## src/rtl/cache_fill_ctrl.sv

```systemverilog
// Miss-fill controller: fetches a 16-byte block as eight 16-bit reads and streams the words into the data array.
// Optional macro CACHE_FILL_STALL_CNT_EN adds a saturating stall_cycles counter output.
module cache_fill_ctrl #(
    parameter int unsigned WORDS  = 8,
    parameter int unsigned ADDR_W = 16
) (
    input  logic              clk,
    input  logic              rst,
    input  logic              miss_detected,
    input  logic [ADDR_W-1:0] miss_address,
    input  logic [15:0]       memory_data,
    input  logic              memory_data_valid,
    output logic              fsm_busy,
    output logic              mem_read_en,
    output logic [ADDR_W-1:0] memory_address,
    output logic              write_data_array,
    output logic [2:0]        fill_word,
    output logic [15:0]       fill_data,
    output logic              write_tag_array
`ifdef CACHE_FILL_STALL_CNT_EN
    ,
    output logic [15:0]       stall_cycles
`endif
);

    localparam int unsigned IDX_W   = $clog2(WORDS);
    localparam int unsigned ISSUE_W = IDX_W + 1;
    localparam int unsigned OFF_W   = IDX_W + 1;

    typedef enum logic {
        S_IDLE = 1'b0,
        S_FILL = 1'b1
    } state_t;

    state_t             state_q, state_d;
    logic [ISSUE_W-1:0] issue_cnt_q, issue_cnt_d;
    logic [IDX_W-1:0]   recv_cnt_q, recv_cnt_d;
    logic [ADDR_W-1:0]  base_addr_q, base_addr_d;

    // State, counters and block base; async reset makes every output drop at once.
    always_ff @(posedge clk or negedge rst) begin
        if (!rst) begin
            state_q     <= S_IDLE;
            issue_cnt_q <= '0;
            recv_cnt_q  <= '0;
            base_addr_q <= '0;
        end else begin
            state_q     <= state_d;
            issue_cnt_q <= issue_cnt_d;
            recv_cnt_q  <= recv_cnt_d;
            base_addr_q <= base_addr_d;
        end
    end

    // Next state and outputs; requests and responses advance independently.
    always_comb begin
        state_d          = state_q;
        issue_cnt_d      = issue_cnt_q;
        recv_cnt_d       = recv_cnt_q;
        base_addr_d      = base_addr_q;
        fsm_busy         = 1'b0;
        mem_read_en      = 1'b0;
        memory_address   = '0;
        write_data_array = 1'b0;
        fill_word        = '0;
        fill_data        = '0;
        write_tag_array  = 1'b0;

        case (state_q)
            S_IDLE: begin
                if (miss_detected) begin
                    state_d     = S_FILL;
                    base_addr_d = miss_address & ~ADDR_W'((2 ** OFF_W) - 1);
                    issue_cnt_d = '0;
                    recv_cnt_d  = '0;
                end
            end
            S_FILL: begin
                fsm_busy         = 1'b1;
                mem_read_en      = (issue_cnt_q < ISSUE_W'(WORDS));
                memory_address   = base_addr_q + ADDR_W'({issue_cnt_q, 1'b0});
                write_data_array = memory_data_valid;
                fill_data        = memory_data;
                fill_word        = recv_cnt_q;
                if (mem_read_en) begin
                    issue_cnt_d = issue_cnt_q + ISSUE_W'(1);
                end
                if (memory_data_valid) begin
                    recv_cnt_d = recv_cnt_q + IDX_W'(1);
                    // Tag goes in with the last word so the line becomes valid atomically.
                    if (recv_cnt_q == IDX_W'(WORDS - 1)) begin
                        write_tag_array = 1'b1;
                        state_d         = S_IDLE;
                    end
                end
            end
            default: state_d = S_IDLE;
        endcase
    end

`ifdef CACHE_FILL_STALL_CNT_EN
    logic [15:0] stall_q, stall_d;

    // Saturating count of busy cycles, cleared only by reset.
    always_comb begin
        stall_d = stall_q;
        if (fsm_busy && (stall_q != 16'hFFFF)) begin
            stall_d = stall_q + 16'd1;
        end
    end

    always_ff @(posedge clk or negedge rst) begin
        if (!rst) begin
            stall_q <= '0;
        end else begin
            stall_q <= stall_d;
        end
    end

    assign stall_cycles = stall_q;
`endif

endmodule

```

## config.mk

```make
export PLATFORM = sky130hd
export DESIGN_NAME = cache_fill_ctrl
export DESIGN_NICKNAME = d
export VERILOG_FILES = /design/src/rtl/cache_fill_ctrl.sv
export SDC_FILE = /design/constraint.sdc
export NUM_CORES = 1
export LEC_CHECK = 0
export CAP_MARGIN = 15
export CORE_ASPECT_RATIO = 0.7
export CORE_MARGIN = 3
export CORE_UTILIZATION = 41
export CTS_BUF_LIST = sky130_fd_sc_hd__clkbuf_4
export CTS_CLUSTER_DIAMETER = 30
export DETAILED_ROUTE_END_ITERATION = 10
export PLACE_DENSITY = 0.87
export SLEW_MARGIN = 20
export SYNTH_ARGS = -nofsm -noshare
export SYNTH_HDL_FRONTEND = slang
export SYNTH_SLANG_ARGS = --single-unit
```

## constraint.sdc

```tcl
create_clock -name clk -period 3.11 [get_ports clk]
set_input_delay 0.622 -clock clk [delete_from_list [all_inputs] [get_ports clk]]
set_output_delay 0.622 -clock clk [all_outputs]
set_load 0.01 [all_outputs]
```

==> impl_metrics.env, run 1 <==
export IMPL_status="finished, final reports clean"
export IMPL_dp_hpwl_um=2690
export IMPL_path_cells="ha_1 > nand4_1 > or4_1 > a21oi_1 > clkdlybuf4s50_1"
export IMPL_layout_drive_gt1_share_pct=10.9
export IMPL_area_growth_synth_to_final_pct=61.3
export IMPL_dr_wl_met3_um=210
export IMPL_fp_dieW_um=72.1
export IMPL_holdCritPathClass="reg -> reg"
export IMPL_insertion_delay_ns=0.30
export IMPL_synth_cell_type_count=29
export IMPL_dr_pass1_iters=5
export IMPL_sw_frac_of_total_pct=38.5
export IMPL_cp_end_kind="primary output"
export IMPL_top_layer="met4"
export IMPL_dp_cells=231
export IMPL_routabilityCongestion=0.729
export IMPL_grtUsageTotal_pct=18.7
export IMPL_rows=16
export IMPL_root_buffer="clkbuf_4"
export IMPL_cts_made_buffers=3
export IMPL_slowest_delay_ns=0.55
export IMPL_p_leak_nw=0.818
export IMPL_worstMarginPinSlew_ns=0.880
export IMPL_num_io_pins=75
export IMPL_vias_per_cell=5.23
export IMPL_power_mw=1.66
export IMPL_overflow=0
export IMPL_wl_met2_um=1980
export IMPL_fin_nets=244
export IMPL_slew_headroom_pct=41.1
export IMPL_drc_errors=0
export IMPL_most_common_layout_cells="69 x clkdlybuf4s50_1, 24 x and2_1, 20 x dfrtp_1"
export IMPL_grt_pass1_vias=1136
export IMPL_path_max_fanout=6
export IMPL_cts_path_max_buffers=2
export IMPL_stdcell_count=237
export IMPL_wl_um=3590
export IMPL_startpoint_type="flop"
export IMPL_seq_power_share_pct=31.6
export IMPL_crit_type="reg -> out"
export IMPL_core_area_um2=2860
export IMPL_yosysSeqAreaShare_pct=39.9
export IMPL_dieHeight_um=52.3
export IMPL_diodes=0
export IMPL_slew_viol_final=0
export IMPL_fin_crit_sh_pct=96.6
export IMPL_ys_warn_count=0
export IMPL_design_area_um2=2020
export IMPL_synth_area_um2=1250
export IMPL_cellInternalPower_mw=1.02
export IMPL_antenna_found_initial=0
export IMPL_wl_met1_um=1370
export IMPL_ir_worst_vdd_v=0.000647
export IMPL_fillers=219
export IMPL_clock_sinks=20
export IMPL_tritoncts="done"
export IMPL_grt_pass1_wl_um=5430
export IMPL_pwr_share_clk_pct=7.4
export IMPL_synth_cells=132
export IMPL_required_ns=2.49
export IMPL_timing_fmax_ghz=0.333
export IMPL_post_drt_wl_per_cell_um=15.1
export IMPL_cp_arrival_ns=2.38
export IMPL_setup_tns_ns=0
export IMPL_p_sw_mw=0.638
export IMPL_grt_max_degree=27
export IMPL_p_comb_share_pct=60.9
export IMPL_dpl_cell_area_um2=1970
export IMPL_fin_skew_ns=0.00464
export IMPL_avgSynthCellArea_um2=9.50
export IMPL_slowest_stage="clkdlybuf4s50_1"
export IMPL_setup_viol=0
export IMPL_postCtsHoldBufs=0
export IMPL_die_area_um2=3770
export IMPL_period_minus_slack_ns=3.00
export IMPL_ys_seq_elements=20
export IMPL_p_per_area_nw_per_um2=820
export IMPL_numPortBuffers=69
export IMPL_hold_violations=0
export IMPL_drtIter0Drc=42
export IMPL_drv_cap=0
export IMPL_final_common_cell="clkdlybuf4s50_1"
export IMPL_drtAntennaViolNets=0
export IMPL_htreeDepth=1
export IMPL_routed_via_count=1240
export IMPL_syn_nets=173
export IMPL_cts_clk_slew_worst_paths_ns=0.11
export IMPL_whs_ns=0.483
export IMPL_start_util_pct=43.8
[power groups by stage]
stage	combinational, mW	clock [mW]	sequential [mW]
after CTS	1.00	0.123	0.516
final	1.01	0.123	0.525
after global routing	1.09	0.132	0.543
after detailed placement	0.990	0	0.520
after global placement	0.956	0	0.506
after floorplan	0.509	0	0.484
[cell usage after synthesis]
master	number	share of area (%)
a21oi_1	6	2.4
a22o_1	3	2.1
and2_1	24	12
and3_1	1	0.50
buf_2	2	0.80
buf_4	1	0.60
clkbuf_1	5	1.5
clkinv_1	1	0.30
conb_1	1	0.30
dfrtp_1	20	40
ha_1	5	5.0
inv_1	3	0.90
mux2_2	12	11
mux2i_1	3	2.4
nand2_1	8	2.4
nand2b_1	1	0.50
nand3_1	3	1.2
nand3_2	1	0.80
nand4_1	1	0.50
nand4_2	1	1.0
nor2_1	8	2.4
nor2b_1	2	1.0
nor4_1	1	0.50
o21ai_0	6	2.4
o31ai_1	3	1.8
or3_1	3	1.5
or4_1	3	1.8
xnor2_1	2	1.4
xor2_1	2	1.4
[metrics by stage]
stage          setup WS [ns]  utilization, %
2_1_floorplan           1.03               -
3_3_place_gp           0.457            68.8
3_5_place_dp           0.393            68.8
4_1_cts               0.0262            69.5
5_1_grt             -0.00727            70.6
6_report               0.106            70.6
[area by class of cell]
| cell class | instances | area [um^2] | share of cell area [%] |
|---|---|---|---|
| Clock buffer | 3 | 22.5 | 1.11 |
| Inverter | 4 | 15.0 | 0.743 |
| Multi-Input combinational cell | 100 | 711 | 35.1 |
| Sequential cell | 20 | 500 | 24.8 |
| Tap cell | 36 | 45.0 | 2.23 |
| Timing Repair Buffer | 74 | 728 | 36.0 |
[flip-flops by register name, indices dropped and copies added (netlist names)]
register     cells
recv_cnt_q       3
issue_cnt_q      4
state_q          1
base_addr_q     12
[cells by family (layout without fill, tap and decap cells)]
| kind of cell | after synthesis | after routing | synth area share [%] |
|---|---|---|---|
| AND/OR/NAND/NOR | 57 | 57 | 26.0 |
| flip-flops | 20 | 20 | 39.9 |
| AO/OA/AOI/OAI | 18 | 18 | 8.68 |
| multiplexers | 15 | 15 | 13.2 |
| buffers and inverters | 12 | 81 | 4.09 |
| adder cells (fa/ha/maj) | 5 | 5 | 4.99 |
| XOR/XNOR | 4 | 4 | 2.79 |
| other | 1 | 1 | 0.299 |
[timing repair]
| action | in CTS | in global routing |
|---|---|---|
| buffers inserted | 0 | 3 |
| endpoints found under the setup margin | 0 | 6 |
| resized for setup | 0 | 1 |
[worst paths after layout]
| kind | startpoint | to | slack [ns] | cells after the start |
|---|---|---|---|---|
| setup / recovery | issue_cnt_q[3]$_DFFE_PN0P_ | memory_address[13] | 0.11 | 5 |
| min in group asynchronous | rst | state_q$_DFF_PN0_ | 0.81 | 1 |
| setup reg to reg | state_q$_DFF_PN0_ | issue_cnt_q[0]$_DFFE_PN0P_ | 1.54 | 5 |
| max in group asynchronous | rst | base_addr_q[8]$_DFFE_PN0P_ | 1.76 | 1 |
| hold reg to reg | issue_cnt_q[2]$_DFFE_PN0P_ | issue_cnt_q[2]$_DFFE_PN0P_ | 0.48 | 1 |
| hold / removal | issue_cnt_q[2]$_DFFE_PN0P_ | issue_cnt_q[2]$_DFFE_PN0P_ | 0.48 | 1 |
[per-layer routing]
| layer | vias up | global-route usage, % |
|---|---|---|
| li1 | 590 | - |
| met1 | 596 | 21.9 |
| met2 | 50 | 35.3 |
| met3 | 4 | 4.60 |
| met4 | 0 | 2.81 |
| met5 | - | 0 |
[critical path, delay by kind of cell, from the launching register on]
family | cells | cell delay, ns
buffers and inverters | 1 | 0.55
adders and majority gates | 1 | 0.24
DFF | 1 | 0.40
and+or+nand+nor | 2 | 0.74
AOI/OAI and AO/OA | 1 | 0.15
Note: power is estimated with default switching activity, not from simulation.
==> run 2, diff against run 1 <==
- CAP_MARGIN: 15 -> unset
- CORE_UTILIZATION: 41 -> 40
- CTS_BUF_LIST: sky130_fd_sc_hd__clkbuf_4 -> sky130_fd_sc_hd__clkbuf_16
- PLACE_DENSITY: 0.87 -> 0.85
==> run 2 against run 1 <==
Compared with the run above:
- critical path depth unchanged
- core utilization up 1.7 points
- global-route usage up 1.2 points
- fmax up 1.0%
- sequential share of layout area down 0.74 points
- clock power rose to 2.9 times the previous value
- cell count down 0.84%
- non-clock buffer count down 3
- wire length down 1.1%
- largest cell class is now multi-input gates
==> impl_metrics.env, run 2 (synthesis results as in run 1) <==
export IMPL_dr_pass1_iters=4
export IMPL_htreeDepth=1
export IMPL_design_area_um2=2080
export IMPL_cellInternalPower_mw=1.22
export IMPL_setup_tns_ns=0
export IMPL_drtAntennaViolNets=0
export IMPL_timing_fmax_ghz=0.336
export IMPL_fin_crit_sh_pct=95.6
export IMPL_final_common_cell="clkdlybuf4s50_1"
export IMPL_top_register="base_addr_q"
export IMPL_antenna_found_initial=0
export IMPL_grt_max_degree=21
export IMPL_routed_via_count=1193
export IMPL_fillers=206
export IMPL_startpoint_type="flop"
export IMPL_rsz0062_at_grt="no"
export IMPL_fin_nets=241
export IMPL_root_buffer="clkbuf_16"
export IMPL_largest_register_ffs=12
export IMPL_dp_hpwl_um=2840
export IMPL_fin_skew_ns=0.00183
export IMPL_stdcell_count=235
export IMPL_wl_um=3550
export IMPL_worstMarginPinSlew_ns=0.859
export IMPL_pwr_share_clk_pct=18.8
export IMPL_ir_worst_vdd_v=0.000497
export IMPL_drtIter0Drc=57
export IMPL_tritoncts="done"
export IMPL_p_comb_share_pct=52.7
export IMPL_start_util_pct=43.5
export IMPL_dpl_cell_area_um2=1970
export IMPL_vias_per_cell=5.08
export IMPL_dieHeight_um=52.8
export IMPL_cp_end_kind="primary output"
export IMPL_cts_clk_slew_worst_paths_ns=0.05
export IMPL_path_max_fanout=7
export IMPL_p_leak_nw=0.854
export IMPL_rows=16
export IMPL_p_sw_mw=0.649
export IMPL_numPortBuffers=69
export IMPL_layout_drive_gt1_share_pct=10.1
export IMPL_cts_path_max_buffers=2
export IMPL_slew_viol_final=0
export IMPL_die_area_um2=3850
export IMPL_slew_headroom_pct=42.5
export IMPL_drc_errors=0
export IMPL_routabilityCongestion=0.835
export IMPL_most_common_layout_cells="68 x clkdlybuf4s50_1, 24 x and2_1, 20 x dfrtp_1"
export IMPL_seq_power_share_pct=28.5
export IMPL_hold_violations=0
export IMPL_post_drt_wl_per_cell_um=15.1
export IMPL_grtUsageTotal_pct=19.9
export IMPL_fp_dieW_um=72.9
export IMPL_grt_pass1_wl_um=5930
export IMPL_sw_frac_of_total_pct=34.7
export IMPL_diodes=0
export IMPL_period_minus_slack_ns=2.97
export IMPL_required_ns=2.49
export IMPL_clock_sinks=20
export IMPL_drv_cap=0
export IMPL_status="finished, final reports clean"
export IMPL_insertion_delay_ns=0.25
export IMPL_holdCritPathClass="reg -> reg"
export IMPL_grt_pass1_vias=1296
export IMPL_core_area_um2=2880
export IMPL_area_growth_synth_to_final_pct=66.3
export IMPL_setup_viol=0
export IMPL_postCtsSetupBuffers=0
export IMPL_cts_made_buffers=3
export IMPL_dp_cells=231
export IMPL_largest_registers="base_addr_q x12, issue_cnt_q x4, recv_cnt_q x3"
export IMPL_p_per_area_nw_per_um2=896
export IMPL_r2r_slack_ns=1.49
export IMPL_cp_arrival_ns=2.35
export IMPL_crit_type="reg -> out"
export IMPL_overflow=0
export IMPL_num_io_pins=75
-- run 2: cell types whose count changed in the layout (fill, tap and decap cells not counted), sizes merged --
cell | previous run | this run
dlymetal6s2s | 0 | 1
buf | 5 | 2
clkdlybuf4s50 | 69 | 68
bufinv | 0 | 1
-- run 2: worst max-delay path, cell delays in order (launching register included) --
cell and delay [ns]:
dfrtp_1 0.41, ha_1 0.24, nand4_4 0.17, or4_1 0.52, a21oi_1 0.19, clkdlybuf4s50_1 0.57
-- run 2: per-layer routing --
layer	share of wire [%]	wire length [um]	GRT usage, %
met1	42	1510	24.4
met2	53	1890	36.2
met3	3.2	113	3.45
met4	1.0	36	4.91
met5	0	0	0
-- run 2: final cells by class --
class | instances | area [um^2] | share of cell area (%)
Clock buffer | 3 | 75.1 | 3.60
Clock inverter | 1 | 30.0 | 1.44
Inverter | 4 | 15.0 | 0.720
Multi-Input combinational cell | 100 | 711 | 34.1
Sequential cell | 20 | 500 | 24.0
Tap cell | 36 | 45.0 | 2.16
Timing Repair Buffer | 71 | 708 | 34.0
-- run 2: worst paths after layout --
| path | end | depth (start not counted) | start |
|---|---|---|---|
| max | memory_address[14] | 5 | issue_cnt_q[3]$_DFFE_PN0P_ |
| min in group asynchronous | base_addr_q[13]$_DFFE_PN0P_ | 1 | rst |
| max reg2reg | recv_cnt_q[0]$_DFFE_PN0P_ | 5 | state_q$_DFF_PN0_ |
| min reg2reg | issue_cnt_q[2]$_DFFE_PN0P_ | 1 | issue_cnt_q[2]$_DFFE_PN0P_ |
| min | issue_cnt_q[2]$_DFFE_PN0P_ | 1 | issue_cnt_q[2]$_DFFE_PN0P_ |
| max in group asynchronous | base_addr_q[8]$_DFFE_PN0P_ | 1 | rst |
-- run 2: timing repair --
item / CTS / global route
hold endpoints to repair: 0 / 0
setup endpoints to repair: 0 / 3
resized for setup: 0 / 2
hold buffers: 0 / 0
-- run 2: power groups by stage --
stage                     Combinational (mW)  Sequential (mW)  Clock, mW
after floorplan                        0.509            0.484          0
after global placement                 0.950            0.512          0
after detailed placement               0.990            0.527          0
after CTS                              0.997            0.527      0.354
after global routing                    1.08            0.558      0.365
final                                  0.985            0.532      0.351
-- run 2: through the flow --
stage	util [%]	hold WS, ns	worst slack, ns	power (mW)
floorplan	-	0.326	1.03	0.993
global placement	68.3	0.456	0.478	1.46
detailed placement	68.3	0.458	0.408	1.52
CTS	71.9	0.466	0.0953	1.88
global route	72.3	0.498	0.0385	2.00
finish	72.3	0.462	0.136	1.87
==> edit: new RTL, flow settings as in run 1 <==
Change the parameter `ADDR_W` from 16 to 17.
--- a/src/rtl/cache_fill_ctrl.sv
+++ b/src/rtl/cache_fill_ctrl.sv
@@ -2,7 +2,7 @@
 // Optional macro CACHE_FILL_STALL_CNT_EN adds a saturating stall_cycles counter output.
 module cache_fill_ctrl #(
     parameter int unsigned WORDS  = 8,
-    parameter int unsigned ADDR_W = 16
+    parameter int unsigned ADDR_W = 17
 ) (
     input  logic              clk,
     input  logic              rst,
Interface: changed (resized memory_address and miss_address); port bits go from 75 to 77. No check against the original RTL was run, so the function may have changed too.
==> edit against run 1 <==
- power up 3.1%
- global-route usage up 0.27 points
- design area up 3.9%
- synthesized area up 4.1%
- worst setup slack better by 0.0077 ns
- sequential cell count up 1
- wire length up 2.0%
- critical path depth unchanged
- first-iteration DRC count unchanged
- utilization up 1.2 points
- final cell count up 3.4%
- clock power up 11%
- synthesized cell count up 3.0%
==> edit: results (changes against run 1) <==
GRT
  • Initial antenna violation count: 0 (unchanged)
  • Met1 usage: 22.9% (was 21.9%)
  • First-pass GRT wire length: 5700 µm (was 5430 µm)
  • Met3 GRT Util: 5.50% (was 4.60%)
  • Vias in the first global route: 1221 (was 1136)
  • Largest net degree at the start of global routing: 25 (was 27)
  • Overall Global Routing Usage: 19.0% (was 18.7%)
  • Met2 GRT Util: 34.4% (was 35.3%)

Synthesis
  • Post-synth ARST share: 100% (unchanged)
  • Synthesized net count: 178 (was 173)
  • Commonest cells in the netlist: 24 x and2_1, 21 x dfrtp_1, 13 x mux2_2 (was 24 x and2_1, 20 x dfrtp_1, 12 x mux2_2)
  • Post-synth cell types: 27 (was 29)
  • Post-synthesis sequential area ratio: 40.3% (was 39.9%)
  • Synth area leaders: dfrtp_1 40%, and2_1 12%, mux2_2 11%, ha_1 4.8%, a21oi_1 3.1% (was dfrtp_1 40%, and2_1 12%, mux2_2 11%, ha_1 5.0%, a21oi_1 2.4%)
  • Dominant synthesized flop cell: dfrtp_1 (unchanged)
  • Ys Warns: 0 (unchanged)

Finish
  • Share of layout cells above drive strength 1: 12.4% (was 10.9%)
  • Top Registers: base_addr_q x13, issue_cnt_q x4, recv_cnt_q x3 (was base_addr_q x12, issue_cnt_q x4, recv_cnt_q x3)
  • Nets: 252 (was 244)
  • N_diodes: 0 (unchanged)

STA
  • Worst-Margin Slew: 0.957 ns (was 0.880 ns)
  • Final Skew: 0.00162 ns (was 0.00464 ns)
  • Final Setup Violations: 0 (unchanged)

Min path
  • Hold WC Path Type: register to register (unchanged)

Pwr
  • Leakage: 0.864 nW (was 0.818 nW)
  • Peak supply drop: 0.000525 V (was 0.000647 V)
  • Pint: 1.06 mW (was 1.02 mW)

Routing
  • Post-Route WL: 3660 µm (was 3590 µm)
  • Initial DRC count: 42 (unchanged)
  • Router iterations before antenna repair: 4 (was 5)
  • Via count: 1265 (was 1240)

Worst setup path
  • Critical Path Fanout Max: 5 (was 6)
  • Critical path's largest stage delay: 0.56 ns
  • Crit path max-delay cell type: clkdlybuf4s50_1 (unchanged)

Status
  • Status: finished clean (unchanged)

Clock network
  • Clock Tree Buf Depth: 2 (unchanged)
  • Root Buffer: clkbuf_4 (unchanged)

Place
  • Routability cong.: 0.864 (was 0.729)
  • Post-DP HPWL: 2710 µm (was 2690 µm)
  • I/O Buffers: 71 (was 69)
## edit: cell families (layout without fill, tap and decap cells)
kind of cell    Yosys count  in the layout  synth area share [%]
simple gates             57             57                  25.5
compound gates           21             21                  9.68
flops                    21             21                  40.3
mux                      14             14                  12.0
buf+inv                  12             85                  4.12
fa+ha+maj                 5              5                  4.79
xor+xnor                  5              5                  3.36
other cells               1              1                 0.287
## edit: what timing repair did
action / CTS / global route
endpoints found under the setup margin: 6 / 6
hold endpoints to repair: 0 / 0
resized for setup: 0 / 1
buffers inserted: 4 / 1
## edit: power by group through the flow
stage	logic [mW]	registers, mW	clock network, mW
4_1_cts	1.04	0.543	0.138
2_1_floorplan	0.513	0.514	0
3_5_place_dp	1.01	0.551	0
3_3_place_gp	0.974	0.544	0
6_report	1.03	0.548	0.136
5_1_grt	1.11	0.569	0.147
## edit: cell type report
class                           instances  area (µm²)
Fill cell                             216         822
Timing Repair Buffer                   78         766
Multi-Input combinational cell        103         726
Sequential cell                        21         526
Tap cell                               36        45.0
Clock buffer                            3        22.5
Inverter                                3        11.3
Clock inverter                          1        5.00
## edit: metal layers
layer,vias to the layer above,part of all wire (%)
li1,623,-
met1,589,42
met2,51,50
met3,2,7.9
met4,0,0.30
met5,-,0
## edit: final timing paths
check	from	end	depth (start not counted)
hold reg to reg	recv_cnt_q[2]	recv_cnt_q[2]	1
hold / removal	recv_cnt_q[2]	recv_cnt_q[2]	1
min in group asynchronous	rst	base_addr_q[16]	1
setup / recovery	issue_cnt_q[3]	memory_address[15]	5
setup reg to reg	state_q	base_addr_q[14]	4
max in group asynchronous	rst	base_addr_q[7]	1
## edit: critical path, delay by kind of cell (launching register included)
family	cells	cell delay [ns]
adders and majority gates	1	0.20
and+or+nand+nor	2	0.73
AOI/OAI and AO/OA	1	0.18
DFF	1	0.40
buffers and inverters	1	0.56
## edit: per-stage QoR
stage	hold WS (ns)	worst slack, ns	instances	instance area, µm²
2_1_floorplan	0.326	1.01	136	1310
3_3_place_gp	0.503	0.258	236	2030
3_5_place_dp	0.522	0.128	236	2030
4_1_cts	0.557	0.0304	244	2090
5_1_grt	0.569	0.0159	245	2100
6_report	0.549	0.114	245	2100
